## src/rtl/com_uart_tx_if.sv

```systemverilog
// Byte-capture and serial-status bundle between the interpreter side and the UART transmitter.
// The master drives the byte strobe and data; the slave (the transmitter) reports line and FIFO status.
interface com_uart_tx_if #(
  parameter int FIFO_DEPTH = 16
) ();
  localparam int CW = $clog2(FIFO_DEPTH) + 1;

  logic          byte_strobe;
  logic [7:0]    byte_in;
  logic          tx;
  logic          busy;
  logic          fifo_full;
  logic [CW-1:0] fifo_count;
  logic          overflow;

  modport master (
    output byte_strobe, byte_in,
    input  tx, busy, fifo_full, fifo_count, overflow
  );

  modport slave (
    input  byte_strobe, byte_in,
    output tx, busy, fifo_full, fifo_count, overflow
  );
endinterface

```

## src/rtl/com_uart_tx.sv

```systemverilog
// UART 8N1 transmitter fed by a byte FIFO; each rising edge of the interpreter strobe queues one byte.
// Frames are sent LSB first, back-to-back while bytes are queued; a push into a full FIFO sets a sticky overflow.
module com_uart_tx #(
  parameter int CLK_FREQ     = 50_000_000,
  parameter int BAUD         = 115200,
  parameter int CLKS_PER_BIT = CLK_FREQ / BAUD,
  parameter int FIFO_DEPTH   = 16
) (
  input  logic         clk,
  input  logic         reset,
  com_uart_tx_if.slave bus
);
  localparam int AW = $clog2(FIFO_DEPTH);
  localparam int BW = (CLKS_PER_BIT > 1) ? $clog2(CLKS_PER_BIT) : 1;
  localparam logic [BW-1:0] BAUD_LAST = BW'(CLKS_PER_BIT - 1);
  localparam logic [BW-1:0] BAUD_ONE  = BW'(1);
  localparam logic [AW-1:0] PTR_ONE   = AW'(1);
  localparam logic [AW:0]   CNT_ONE   = (AW + 1)'(1);
  localparam logic [AW:0]   CNT_FULL  = (AW + 1)'(FIFO_DEPTH);

  typedef enum logic [1:0] {
    ST_IDLE  = 2'd0,
    ST_START = 2'd1,
    ST_DATA  = 2'd2,
    ST_STOP  = 2'd3
  } state_e;

  state_e        state_q, state_d;
  logic [7:0]    shift_q, shift_d;
  logic [2:0]    bit_cnt_q, bit_cnt_d;
  logic [BW-1:0] baud_cnt_q, baud_cnt_d;
  logic          tx_q, tx_d;
  logic          busy_q, busy_d;
  logic          strb_q;
  logic [AW-1:0] wr_ptr_q, rd_ptr_q;
  logic [AW:0]   count_q, count_d;
  logic          overflow_q, overflow_d;
  logic [7:0]    mem_q [FIFO_DEPTH];

  logic          push_s, push_ok_s, pop_s, empty_s, baud_last_s;
  logic [7:0]    head_s;

  assign push_s      = bus.byte_strobe & ~strb_q;
  assign empty_s     = (count_q == '0);
  assign baud_last_s = (baud_cnt_q == BAUD_LAST);
  assign head_s      = mem_q[rd_ptr_q];

  // Frame sequencer: pops the FIFO head whenever the line is free and a byte is waiting.
  always_comb begin
    state_d    = state_q;
    shift_d    = shift_q;
    bit_cnt_d  = bit_cnt_q;
    baud_cnt_d = baud_cnt_q;
    pop_s      = 1'b0;
    case (state_q)
      ST_IDLE: begin
        baud_cnt_d = '0;
        if (!empty_s) begin
          pop_s     = 1'b1;
          shift_d   = head_s;
          bit_cnt_d = 3'd0;
          state_d   = ST_START;
        end else begin
          state_d = ST_IDLE;
        end
      end
      ST_START: begin
        if (baud_last_s) begin
          baud_cnt_d = '0;
          state_d    = ST_DATA;
        end else begin
          baud_cnt_d = baud_cnt_q + BAUD_ONE;
        end
      end
      ST_DATA: begin
        if (baud_last_s) begin
          baud_cnt_d = '0;
          shift_d    = {1'b0, shift_q[7:1]};
          bit_cnt_d  = bit_cnt_q + 3'd1;
          if (bit_cnt_q == 3'd7) begin
            state_d = ST_STOP;
          end else begin
            state_d = ST_DATA;
          end
        end else begin
          baud_cnt_d = baud_cnt_q + BAUD_ONE;
        end
      end
      ST_STOP: begin
        if (baud_last_s) begin
          baud_cnt_d = '0;
          // Chain straight into the next start bit so queued frames leave no idle gap.
          if (!empty_s) begin
            pop_s     = 1'b1;
            shift_d   = head_s;
            bit_cnt_d = 3'd0;
            state_d   = ST_START;
          end else begin
            state_d = ST_IDLE;
          end
        end else begin
          baud_cnt_d = baud_cnt_q + BAUD_ONE;
        end
      end
      default: begin
        state_d    = ST_IDLE;
        baud_cnt_d = '0;
      end
    endcase
  end

  // Line level and busy flag, registered from the current state so they stay aligned.
  always_comb begin
    case (state_q)
      ST_START: tx_d = 1'b0;
      ST_DATA:  tx_d = shift_q[0];
      default:  tx_d = 1'b1;
    endcase
    busy_d = (state_q != ST_IDLE) | (count_q != '0);
  end

  // FIFO occupancy: a push into a full FIFO is still taken when the head leaves in the same cycle.
  always_comb begin
    push_ok_s  = push_s & ((count_q != CNT_FULL) | pop_s);
    overflow_d = overflow_q | (push_s & ~push_ok_s);
    case ({push_ok_s, pop_s})
      2'b10:   count_d = count_q + CNT_ONE;
      2'b01:   count_d = count_q - CNT_ONE;
      default: count_d = count_q;
    endcase
  end

  // Control and status registers.
  always_ff @(posedge clk or negedge reset) begin
    if (!reset) begin
      state_q    <= ST_IDLE;
      shift_q    <= 8'h00;
      bit_cnt_q  <= 3'd0;
      baud_cnt_q <= '0;
      tx_q       <= 1'b1;
      busy_q     <= 1'b0;
      strb_q     <= 1'b0;
      wr_ptr_q   <= '0;
      rd_ptr_q   <= '0;
      count_q    <= '0;
      overflow_q <= 1'b0;
    end else begin
      state_q    <= state_d;
      shift_q    <= shift_d;
      bit_cnt_q  <= bit_cnt_d;
      baud_cnt_q <= baud_cnt_d;
      tx_q       <= tx_d;
      busy_q     <= busy_d;
      strb_q     <= bus.byte_strobe;
      count_q    <= count_d;
      overflow_q <= overflow_d;
      if (push_ok_s) begin
        wr_ptr_q <= wr_ptr_q + PTR_ONE;
      end
      if (pop_s) begin
        rd_ptr_q <= rd_ptr_q + PTR_ONE;
      end
    end
  end

  // FIFO storage.
  always_ff @(posedge clk or negedge reset) begin
    if (!reset) begin
      for (int i = 0; i < FIFO_DEPTH; i++) begin
        mem_q[i] <= 8'h00;
      end
    end else if (push_ok_s) begin
      mem_q[wr_ptr_q] <= bus.byte_in;
    end
  end

  assign bus.tx         = tx_q;
  assign bus.busy       = busy_q;
  assign bus.fifo_count = count_q;
  assign bus.fifo_full  = (count_q == CNT_FULL);
  assign bus.overflow   = overflow_q;
endmodule

```

## src/flat_wrapper.sv

```systemverilog
// flat-port wrapper written by rule: the top's interface ports become plain ports
module com_uart_tx_flat 
#(
  parameter int CLK_FREQ     = 50_000_000,
  parameter int BAUD         = 115200,
  parameter int CLKS_PER_BIT = CLK_FREQ / BAUD,
  parameter int FIFO_DEPTH   = 16
)
  (clk, reset, bus_byte_strobe, bus_byte_in, bus_tx, bus_busy, bus_fifo_full, bus_fifo_count, bus_overflow);
  com_uart_tx_if #(.FIFO_DEPTH(FIFO_DEPTH)) bus_i ();
  input  logic clk;
  input  logic reset;
  input wire logic [$bits(bus_i.byte_strobe)-1:0] bus_byte_strobe;
  input wire logic [$bits(bus_i.byte_in)-1:0] bus_byte_in;
  output wire logic [$bits(bus_i.tx)-1:0] bus_tx;
  output wire logic [$bits(bus_i.busy)-1:0] bus_busy;
  output wire logic [$bits(bus_i.fifo_full)-1:0] bus_fifo_full;
  output wire logic [$bits(bus_i.fifo_count)-1:0] bus_fifo_count;
  output wire logic [$bits(bus_i.overflow)-1:0] bus_overflow;
  assign bus_i.byte_strobe = bus_byte_strobe;
  assign bus_i.byte_in = bus_byte_in;
  assign bus_tx = bus_i.tx;
  assign bus_busy = bus_i.busy;
  assign bus_fifo_full = bus_i.fifo_full;
  assign bus_fifo_count = bus_i.fifo_count;
  assign bus_overflow = bus_i.overflow;
  com_uart_tx #(.CLK_FREQ(CLK_FREQ), .BAUD(BAUD), .CLKS_PER_BIT(CLKS_PER_BIT), .FIFO_DEPTH(FIFO_DEPTH)) u_core (.clk(clk), .reset(reset), .bus(bus_i));
endmodule
```

## config.mk

```make
export PLATFORM = sky130hd
export DESIGN_NAME = com_uart_tx_flat
export DESIGN_NICKNAME = d
export VERILOG_FILES = /design/src/rtl/com_uart_tx_if.sv /design/src/rtl/com_uart_tx.sv /design/src/flat_wrapper.sv
export SDC_FILE = /design/constraint.sdc
export NUM_CORES = 1
export LEC_CHECK = 0
export CAP_MARGIN = 25
export CORE_MARGIN = 3
export CORE_UTILIZATION = 62
export DETAILED_ROUTE_END_ITERATION = 12
export GPL_TIMING_DRIVEN = 0
export MAX_ROUTING_LAYER = met4
export PLACE_DENSITY = 0.77
export SETUP_SLACK_MARGIN = 0.3
export SKIP_LAST_GASP = 1
export SLEW_MARGIN = 10
export SYNTH_ARGS = -nofsm -noshare
export SYNTH_HDL_FRONTEND = slang
export SYNTH_SLANG_ARGS = --single-unit
```

## constraint.sdc

```tcl
create_clock -name clk -period 3.3 [get_ports clk]
set_clock_uncertainty 0.1 [all_clocks]
set_input_delay 0.66 -clock clk [delete_from_list [all_inputs] [get_ports clk]]
set_output_delay 0.66 -clock clk [all_outputs]
set_load 0.02 [all_outputs]
```

### Word-level counts from Yosys, hierarchy flattened

Index checks and enable logic that the tools add are counted.

* add/sub/neg operators: 6
* order comparisons: 3
* equality and inequality tests: 12
* multiplexer cells: 27
* bitwise operators: 10
* reduce and logical (&&, ||, !) cells: 10

Operators by type and width (number)
* 128-bit bitwise mux: 1
* 8-bit two-way mux: 6
* 8-bit binary-select mux with 4-bit select: 1
* 8-bit demux with 4-bit select: 1
* 8-bit one-hot mux with 3 select lines: 1
* 9-bit one-hot mux with 2 select lines: 1
* 5-bit greater-or-equal comparator (second input constant): 2
* 4-bit inverter with 5-bit output: 2
* 5-bit one-hot mux with 2 select lines: 1
* 9-bit by 1-bit adder with 9-bit output (second input constant): 1
* 9-bit == test (second input constant): 1
* 3-bit two-way mux: 3
* 9-bit two-way mux: 1
* 3-bit one-hot mux with 3 select lines: 1
* 4-bit by 1-bit adder with 4-bit output (second input constant): 2
* 2-bit one-hot mux with 4 select lines: 1
* 2-bit == test (second input constant): 3
* 2-bit two-way mux: 3
* 2-bit by 1-bit != test with 1-bit output (second input constant): 3
* 3-bit AND reduction: 2
* 5-bit by 1-bit adder with 5-bit output (second input constant): 1
* 5-bit == test (second input constant): 1
* 5-bit logical NOT: 1
* 5-bit by 1-bit less-than comparator with 1-bit output (second input constant): 1
* other kinds (16): 27

* flip-flop bits (word level): 167
* input port bits: 11
* output and inout port bits: 9
* word-level logic and storage cells: 95

### Longest topological paths before layout

Gate-level depths: netlist (run 1).

* depth after elaboration: 9
* depth in mapped cells: 15
* mapped depth without buffers: 14

### Worst setup path before layout (run 1)

Ideal clock, no wire load.

* path type: reg2reg
* start: register u_core.count_q[1] (netlist: u_core.bus.fifo_count[1])
* end: register u_core.count_q[4] (netlist: u_core.bus.fifo_count[4])
* setup time: 0.080 ns
* arrival: 3.092 ns
* data required time: 3.120 ns
* slack: 0.028 ns
* stages on the path, launching flop included: 14
* path buffers: 1
* clock period less this slack: 3.272 ns
* cell sequence: dfrtp_1 > or4_1 > nor2_2 > o21ai_1 > buf_2 > nand2_1 > ha_1 > inv_1 > fa_1 > nor2b_1 > o21ai_0 > and3_1 > nor3_1 > xnor2_1

* word-level cells in the longest chain between the ends: 8
* elaborated cells between the ends (all ways): 13
* those cells by class: add/sub: 2; eq/ne: 3; mux: 4; bitwise: 2; reduce/logical: 2

Ends and longest elaborated chain
* start: declaration: line com_uart_tx.sv:36 `logic [AW:0] count_q, count_d;`
* start signal: assignment: line com_uart_tx.sv:155 `count_q <= count_d;`
* 5-bit logical NOT: line com_uart_tx.sv:44 `assign empty_s = (count_q == '0);`
* 1-bit two-way mux: line com_uart_tx.sv:58, com_uart_tx.sv:93
* 1-bit two-way mux: line com_uart_tx.sv:90 `if (baud_last_s) begin`
* 1-bit one-hot mux with 2 select lines: line com_uart_tx.sv:55 `case (state_q)`
* 1-bit bitwise OR: line com_uart_tx.sv:124 `push_ok_s = push_s & ((count_q != CNT_FULL) | pop_s);`
* 1-bit bitwise AND: line com_uart_tx.sv:124
* 2-bit by 1-bit == test with 1-bit output or 2-bit == test (tied branches): line com_uart_tx.sv:126 `case ({push_ok_s, pop_s})`
* 5-bit one-hot mux with 2 select lines or 2-bit nonzero test (tied branches)

Several ways; a longest one is shown, not always the timed one.
A chain may end at the register's enable or synchronous reset.

### Worst setup path after layout (run 1)

* start: register u_core.count_q[0] (netlist: u_core.bus.fifo_count[0])
* end: output bus_fifo_full

* word-level cells in the longest chain between the ends: 1

Ends and longest elaborated chain
* 5-bit == test: line com_uart_tx.sv:180 `assign bus.fifo_full = (count_q == CNT_FULL);`
* end: declaration: line flat_wrapper.sv:17 `output wire logic [$bits(bus_i.fifo_full)-1:0] bus_fifo_full;`

Every way passes these cells.

==> results of run 1 <==
sequential cells by signal, summed over array words and instances (netlist names):
signal,cells
u_core.bus.busy,1
u_core.strb_q,1
u_core.wr_ptr_q,4
u_core.bus.overflow,1
u_core.bit_cnt_q,3
u_core.shift_q,8
u_core.baud_cnt_q,9
u_core.state_q,2
u_core.rd_ptr_q,4
u_core.mem_q,128
u_core.bus.tx,1
u_core.bus.fifo_count,5
worst max-delay path: cells and delay by family (launching register included):
family,cells,cell delay (ns)
buffers and inverters,1,0.61
flip-flops,1,0.44
AND/OR/NAND/NOR,2,0.71
logic make-up (layout without fill, tap and decap cells):
family | count (synthesis) | count (layout)
AOI/OAI and AO/OA | 59 | 59
xor gates and xnor gates | 17 | 17
adders and majority gates | 19 | 19
buffers and inverters | 41 | 101
DFF | 167 | 167
muxes | 177 | 177
and+or+nand+nor | 89 | 89
layer usage:
metal	track usage, %	up-vias	part of all wire, %
met2	44.05	128	52
li1	-	2183	-
met5	-	-	0
met1	32.88	2528	40
met4	9.631	0	2.2
met3	6.555	25	6.4
repair_timing:
item,in CTS,in global routing
endpoints found under the setup margin,4,1
setup buffers,4,4
pin swaps,3,8
hold endpoints to repair,0,0
resized for setup,5,8
path summary, 6_finish.rpt:
path / from / endpoint / slack (ns)
setup / recovery: u_core.bus.fifo_count[0] / bus_fifo_full / 0.36
hold / removal: reset / u_core.bus.fifo_count[1] / 0.03
setup reg to reg: u_core.baud_cnt_q[1] / u_core.bus.fifo_count[3] / 0.37
hold reg to reg: u_core.bus.overflow / u_core.bus.overflow / 0.38
max in group asynchronous: reset / u_core.mem_q[68] / 2.15
min in group clk: u_core.bus.overflow / u_core.bus.overflow / 0.38
synth_stat cells, types with 8 or more instances:
master | instances | share of area [%]
dfrtp_1 | 166 | 53
inv_1 | 12 | 0.57
ha_1 | 18 | 2.9
xnor2_1 | 12 | 1.3
nor2_1 | 26 | 1.2
nand2_1 | 11 | 0.53
mux2_2 | 132 | 19
mux2i_1 | 24 | 3.1
a21oi_1 | 23 | 1.5
buf_2 | 8 | 0.51
mux4_2 | 21 | 6.0
a22oi_1 | 12 | 1.1
nand3_2 | 16 | 2.0
clkbuf_1 | 17 | 0.81
report_power, final:
group / leakage, uW / internal [uW] / total, uW / switching (uW)
sequential: 0.00216 / 2740 / 3120 / 382
clock: 0.000309 / 1360 / 2150 / 792
combinational: 0.00159 / 999 / 1720 / 717
area by class of cell:
cell class / count / area [um2]
buffer: 29 / 132.6
fill: 819 / 3087
timing repair buffer: 28 / 282.8
inverter: 12 / 47.55
clock inverter: 13 / 201.4
multi-input combinational: 361 / 3575
clock buffer: 19 / 442.9
sequential: 167 / 4183
tap: 168 / 210.2
per-stage QoR:
stage / hold slack [ns] / area, um2 / TNS, ns / instances
3_5_place_dp: 0.3694 / 8312 / -0.1433 / 757
4_1_cts: 0.04307 / 9012 / 0 / 793
5_1_grt: 0.05249 / 9075 / 0 / 797
3_3_place_gp: 0.3601 / 8279 / -815.62 / 756
2_1_floorplan: 0.2644 / 7879 / 0 / 569
6_report: 0.03140 / 9075 / 0 / 797
cell usage in the layout, fill, tap and decap left out, types with 3 or more instances in the layout:
cell type,instances
a22oi_1,12
ha_1,15
o22ai_1,6
clkdlybuf4s50_1,18
clkbuf_16,17
buf_4,10
nor3_1,3
nand2_1,10
inv_1,11
dfrtp_1,164
bufinv_16,5
buf_2,7
nand3_2,16
nand3_1,6
mux4_2,21
a22o_1,3
xnor2_1,12
clkinvlp_4,3
nor2_1,26
xor2_1,5
clkbuf_1,18
nor2b_1,4
clkinv_2,4
nand2b_1,3
or3_1,6
a21oi_1,22
mux2i_1,24
mux2_2,132
o21ai_0,4
==> impl_metrics.json, run 1 <==
{
  "max_freq_ghz": 0.3396,
  "finalSetupViolCount": 0,
  "worst-setup-path-type": "reg2out",
  "pwr_density_cell_mw_per_mm2": 770.0,
  "crit_fanout": 5,
  "grt_pass1_wl_um": 27760,
  "numClockSinks": 167,
  "dieArea_mm2": 0.01403,
  "drc": 0,
  "drv_slew": 0,
  "cts-buffers-inserted": 17,
  "start_util_pct": 64.47,
  "grt_pass1_vias": 5177,
  "status": "finished clean",
  "crit_arrival_ns": 2.18,
  "antenna_cells": 0,
  "dr.first_iter.drc_count": 332,
  "startpoint_type": "flip-flop",
  "routabilityCongestion": 0.8027,
  "pre_cts_ws_ns": -0.1433,
  "grt_max_degree": 119,
  "routedWlPerCell_um": 21.89,
  "synth_fa_ha_area_share_pct": 3.128,
  "rsz0062_at_grt": "true",
  "power_uw": 6988,
  "drive_gt1_share_pct": 37.68,
  "vias": 4864,
  "synth_top_family_by_area": "multiplexers",
  "pin_count": 20,
  "slowest_stage": "clkdlybuf4s50_1",
  "cts_hold_buf": 0,
  "worst_slew_pin_slew_ns": 0.9196,
  "antenna_found_initial": 0,
  "synth_nets": 599,
  "critPathMaxStageDelay_ns": 0.61,
  "rows": 40,
  "yosysSeqAreaShare_pct": 53.32,
  "finish.net_count": 646,
  "synth-simple-area-share_pct": 6.655,
  "dpl.hpwl_um": 11210,
  "ff2ff_path_depth": 14,
  "synth-xor-area-share_pct": 1.899,
  "clockRootBuffer": "clkbuf_16",
  "die_h_um": 118.5,
  "wl_um": 17450,
  "hold_viol": 0,
  "grt_overflow": 0,
  "synth_cell_type_count": 45,
  "core-area_mm2": 0.01216,
  "syn_avg_cell_area_um2": 13.78,
  "synth_edf_count": 0,
  "drt_first_pass_iters": 4,
  "cp.required_ns": 2.54,
  "max_cap_violations": 0,
  "async_flop_share_pct": 100.0,
  "clk_pin_slew_ns": 0.06,
  "area_growth_pct": 15.75,
  "yosysWarnings": 0,
  "final.min_clock_period_ns": 2.945,
  "die_x_um": 118.5,
  "clock_path_buffers": 2,
  "track_usage_pct": 26.88,
  "portBuffers": 19,
  "finalCritPeriodShare_pct": 89.24,
  "syn-instance-count": 569,
  "clk_latency_ns": 0.42,
  "end_kind": "output port",
  "leakage_uw": 0.004061,
  "irDropWorstVdd_mv": 0.5580,
  "synthMuxAreaShare_pct": 28.06,
  "cts_max_level": 4,
  "setup_slack_ns": 0.3551,
  "cts_tree": "built",
  "synthFlopType": "dfrtp_1",
  "crit_chain": "or4_4 -> nor2_4 -> clkdlybuf4s50_1",
  "vias_per_cell": 6.103,
  "ys_ff_latch": 167,
  "fin_util_pct": 74.62,
  "synth_compound_area_share_pct": 4.756,
  "detail-route-antenna-nets": 0,
  "min_path_type": "in2async",
  "mappedNetlistArea_mm2": 0.007840,
  "maxSlewHeadroom_pct": 38.32
}
Power figures use the tool's default switching activity.
==> run 2: changes to the inputs <==
--- a/config.mk
+++ b/config.mk
@@ -12,6 +12,7 @@
 export GPL_TIMING_DRIVEN = 0
 export MAX_ROUTING_LAYER = met4
 export PLACE_DENSITY = 0.77
+export REMOVE_ABC_BUFFERS = 1
 export SETUP_SLACK_MARGIN = 0.3
 export SKIP_LAST_GASP = 1
 export SLEW_MARGIN = 10
==> constraint.sdc (replaced) <==
create_clock -name clk -period 3.2 [get_ports clk]
set_clock_uncertainty 0.1 [all_clocks]
set_input_delay 0.64 -clock clk [delete_from_list [all_inputs] [get_ports clk]]
set_output_delay 0.64 -clock clk [all_outputs]
set_load 0.02 [all_outputs]
==> impl_metrics.json, run 2 (same netlist as run 1, synthesis figures left out) <==
{
  "status": "finished clean",
  "wl_um": 16020,
  "die_x_um": 118.5,
  "antenna_cells": 0,
  "clk_latency_ns": 0.42,
  "switching_share_pct": 28.41,
  "vias": 4677,
  "reg2reg_to": "u_core.bus.fifo_count[4]",
  "reg2reg_slack_ns": 0.38,
  "numClockSinks": 167,
  "drc": 0,
  "crit_fanout": 4,
  "hold_viol": 0,
  "critPathMaxStageDelay_ns": 0.36,
  "max_cap_violations": 0,
  "p_int_uw": 4856,
  "die_h_um": 118.5,
  "combinationalPowerShare_pct": 26.2,
  "end_kind": "flip-flop",
  "worst-setup-path-type": "reg2reg",
  "cts-buffers-inserted": 17,
  "final.min_clock_period_ns": 2.825,
  "cts_max_level": 4,
  "rsz0062_at_grt": "true",
  "rows": 40,
  "maxSlewHeadroom_pct": 47.27,
  "r2r-start": "u_core.baud_cnt_q[1]",
  "routedWlPerCell_um": 20.66,
  "antenna_found_initial": 0,
  "drv_slew": 0,
  "start_util_pct": 64.47,
  "worst_slew_pin_slew_ns": 0.7910,
  "largest-register": "u_core.mem_q",
  "dpl_cell_area_mm2": 0.008215,
  "final_cell_mix": "dfrtp_1 (164), mux2_2 (132), nor2_1 (26), mux2i_1 (24), a21oi_1 (22)",
  "p_seq_share_pct": 47.3,
  "drive_gt1_share_pct": 38.88,
  "critPathBufInv": 3,
  "cts_tree": "built",
  "largestRegisters": "u_core.mem_q: 128 flops, u_core.baud_cnt_q: 9 flops, u_core.shift_q: 8 flops",
  "area_growth_pct": 14.14,
  "detail-route-antenna-nets": 0,
  "holdWs_ns": 0.03575,
  "clockRootBuffer": "clkbuf_16",
  "largest_register_ffs": 128,
  "leakage_uw": 0.003995,
  "ff2ff_path_depth": 15,
  "core-area_mm2": 0.01216,
  "grt_overflow": 0,
  "crit_arrival_ns": 3.08,
  "fill_cells": 795,
  "dieArea_mm2": 0.01403,
  "clockPowerShare_pct": 26.6,
  "grt_pass1_wl_um": 26500,
  "clk_pin_slew_ns": 0.06,
  "pwr_density_cell_mw_per_mm2": 758.0,
  "vias_per_cell": 6.035,
  "drt_first_pass_iters": 4,
  "startpoint_type": "flip-flop",
  "critPathTopFamily": "simple AND/OR/NAND/NOR gates",
  "pin_count": 20,
  "slowest_stage": "dfrtp_1",
  "max_freq_ghz": 0.3540,
  "cts_hold_buf": 0,
  "fin_util_pct": 73.58,
  "finalCritPeriodShare_pct": 88.27,
  "dpl.hpwl_um": 10160,
  "crit_chain": "inv_1 -> ha_1 -> and4b_2 -> a41oi_4 -> o21ai_4 -> buf_8 -> nand2_8 -> ha_4 -> inv_4 -> fa_2 -> nor2b_2 -> o21ai_2 -> and3_4 -> nor3_4 -> xnor2_1",
  "clock_path_buffers": 2,
  "layout_commonest_cell": "dfrtp_1",
  "portBuffers": 19,
  "dr.first_iter.drc_count": 332,
  "grt_max_degree": 104,
  "netSwitchingPower_uw": 1927,
  "min_path_type": "in2async",
  "finalSetupViolCount": 0,
  "fin_area_mm2": 0.008949,
  "track_usage_pct": 25.21,
  "irDropWorstVdd_mv": 0.5783,
  "finish.net_count": 625,
  "grt_pass1_vias": 4977,
  "cp.required_ns": 3.45,
  "routabilityCongestion": 0.8128
}
## run 2: routing by layer
metal	up-vias	GRT usage, %	wire (um)
li1	2134	-	-
met1	2420	32.19	6991
met2	99	41.01	8110
met3	24	6.220	643
met4	0	6.589	270
met5	-	-	0
## run 2: worst max-delay path by stage
stage,startpoint,endpoint,cells after the start
3_5_place_dp,u_core.baud_cnt_q[1],u_core.bus.fifo_count[4],13
3_3_place_gp,reset,u_core.mem_q[11],1
5_1_grt,u_core.baud_cnt_q[1],u_core.bus.fifo_count[4],15
2_1_floorplan,u_core.baud_cnt_q[1],u_core.bus.fifo_count[4],13
6_report,u_core.baud_cnt_q[1],u_core.bus.fifo_count[4],15
4_1_cts,u_core.bus.fifo_count[0],bus_fifo_full,3
## run 2: worst reg2reg max path, delay by kind of cell, from the launching register on
family	cells	cell delay [ns]
and+or+nand+nor	5	0.79
adders and majority gates	3	0.70
AOI/OAI and AO/OA	3	0.44
DFF	1	0.36
buffers and inverters	3	0.24
xor gates and xnor gates	1	0.13
## run 2: metrics by stage
stage	setup TNS, ns	worst slack, ns	instances	total power (uW)
final	0	0.3755	775	6783
after global routing	0	0.2241	775	7148
after CTS	0	0.3127	770	6802
after detailed placement	-0.5485	-0.4487	731	4922
after global placement	-911.72	-5.104	727	4769
after floorplan	-1.555	-0.6327	540	4405
## run 2: layout make-up
class                   count  area [um2]  share of cell area, %
repair buffers             36       382.9                  4.279
multi-input cells         361        3610                  40.34
inverters                  12       47.55                 0.5313
clock buffers              19       432.9                  4.838
flip-flops and latches    167        4183                  46.74
well taps                 168       210.2                  2.349
clock inverters            12       82.58                 0.9228
## run 2: power by group through the flow
stage          combinational [uW]  sequential (uW)  clock [uW]
5_1_grt                      1930             3280        1930
4_1_cts                      1780             3200        1830
2_1_floorplan                1250             3150           0
3_3_place_gp                 1590             3180           0
3_5_place_dp                 1690             3240           0
6_report                     1780             3210        1800
## run 2: what timing repair did
action	4_1_cts	5_1_grt
pin swaps	8	7
gates resized for setup	16	9
buffers inserted	8	4
setup endpoints to repair	5	2
gates cloned	0	0
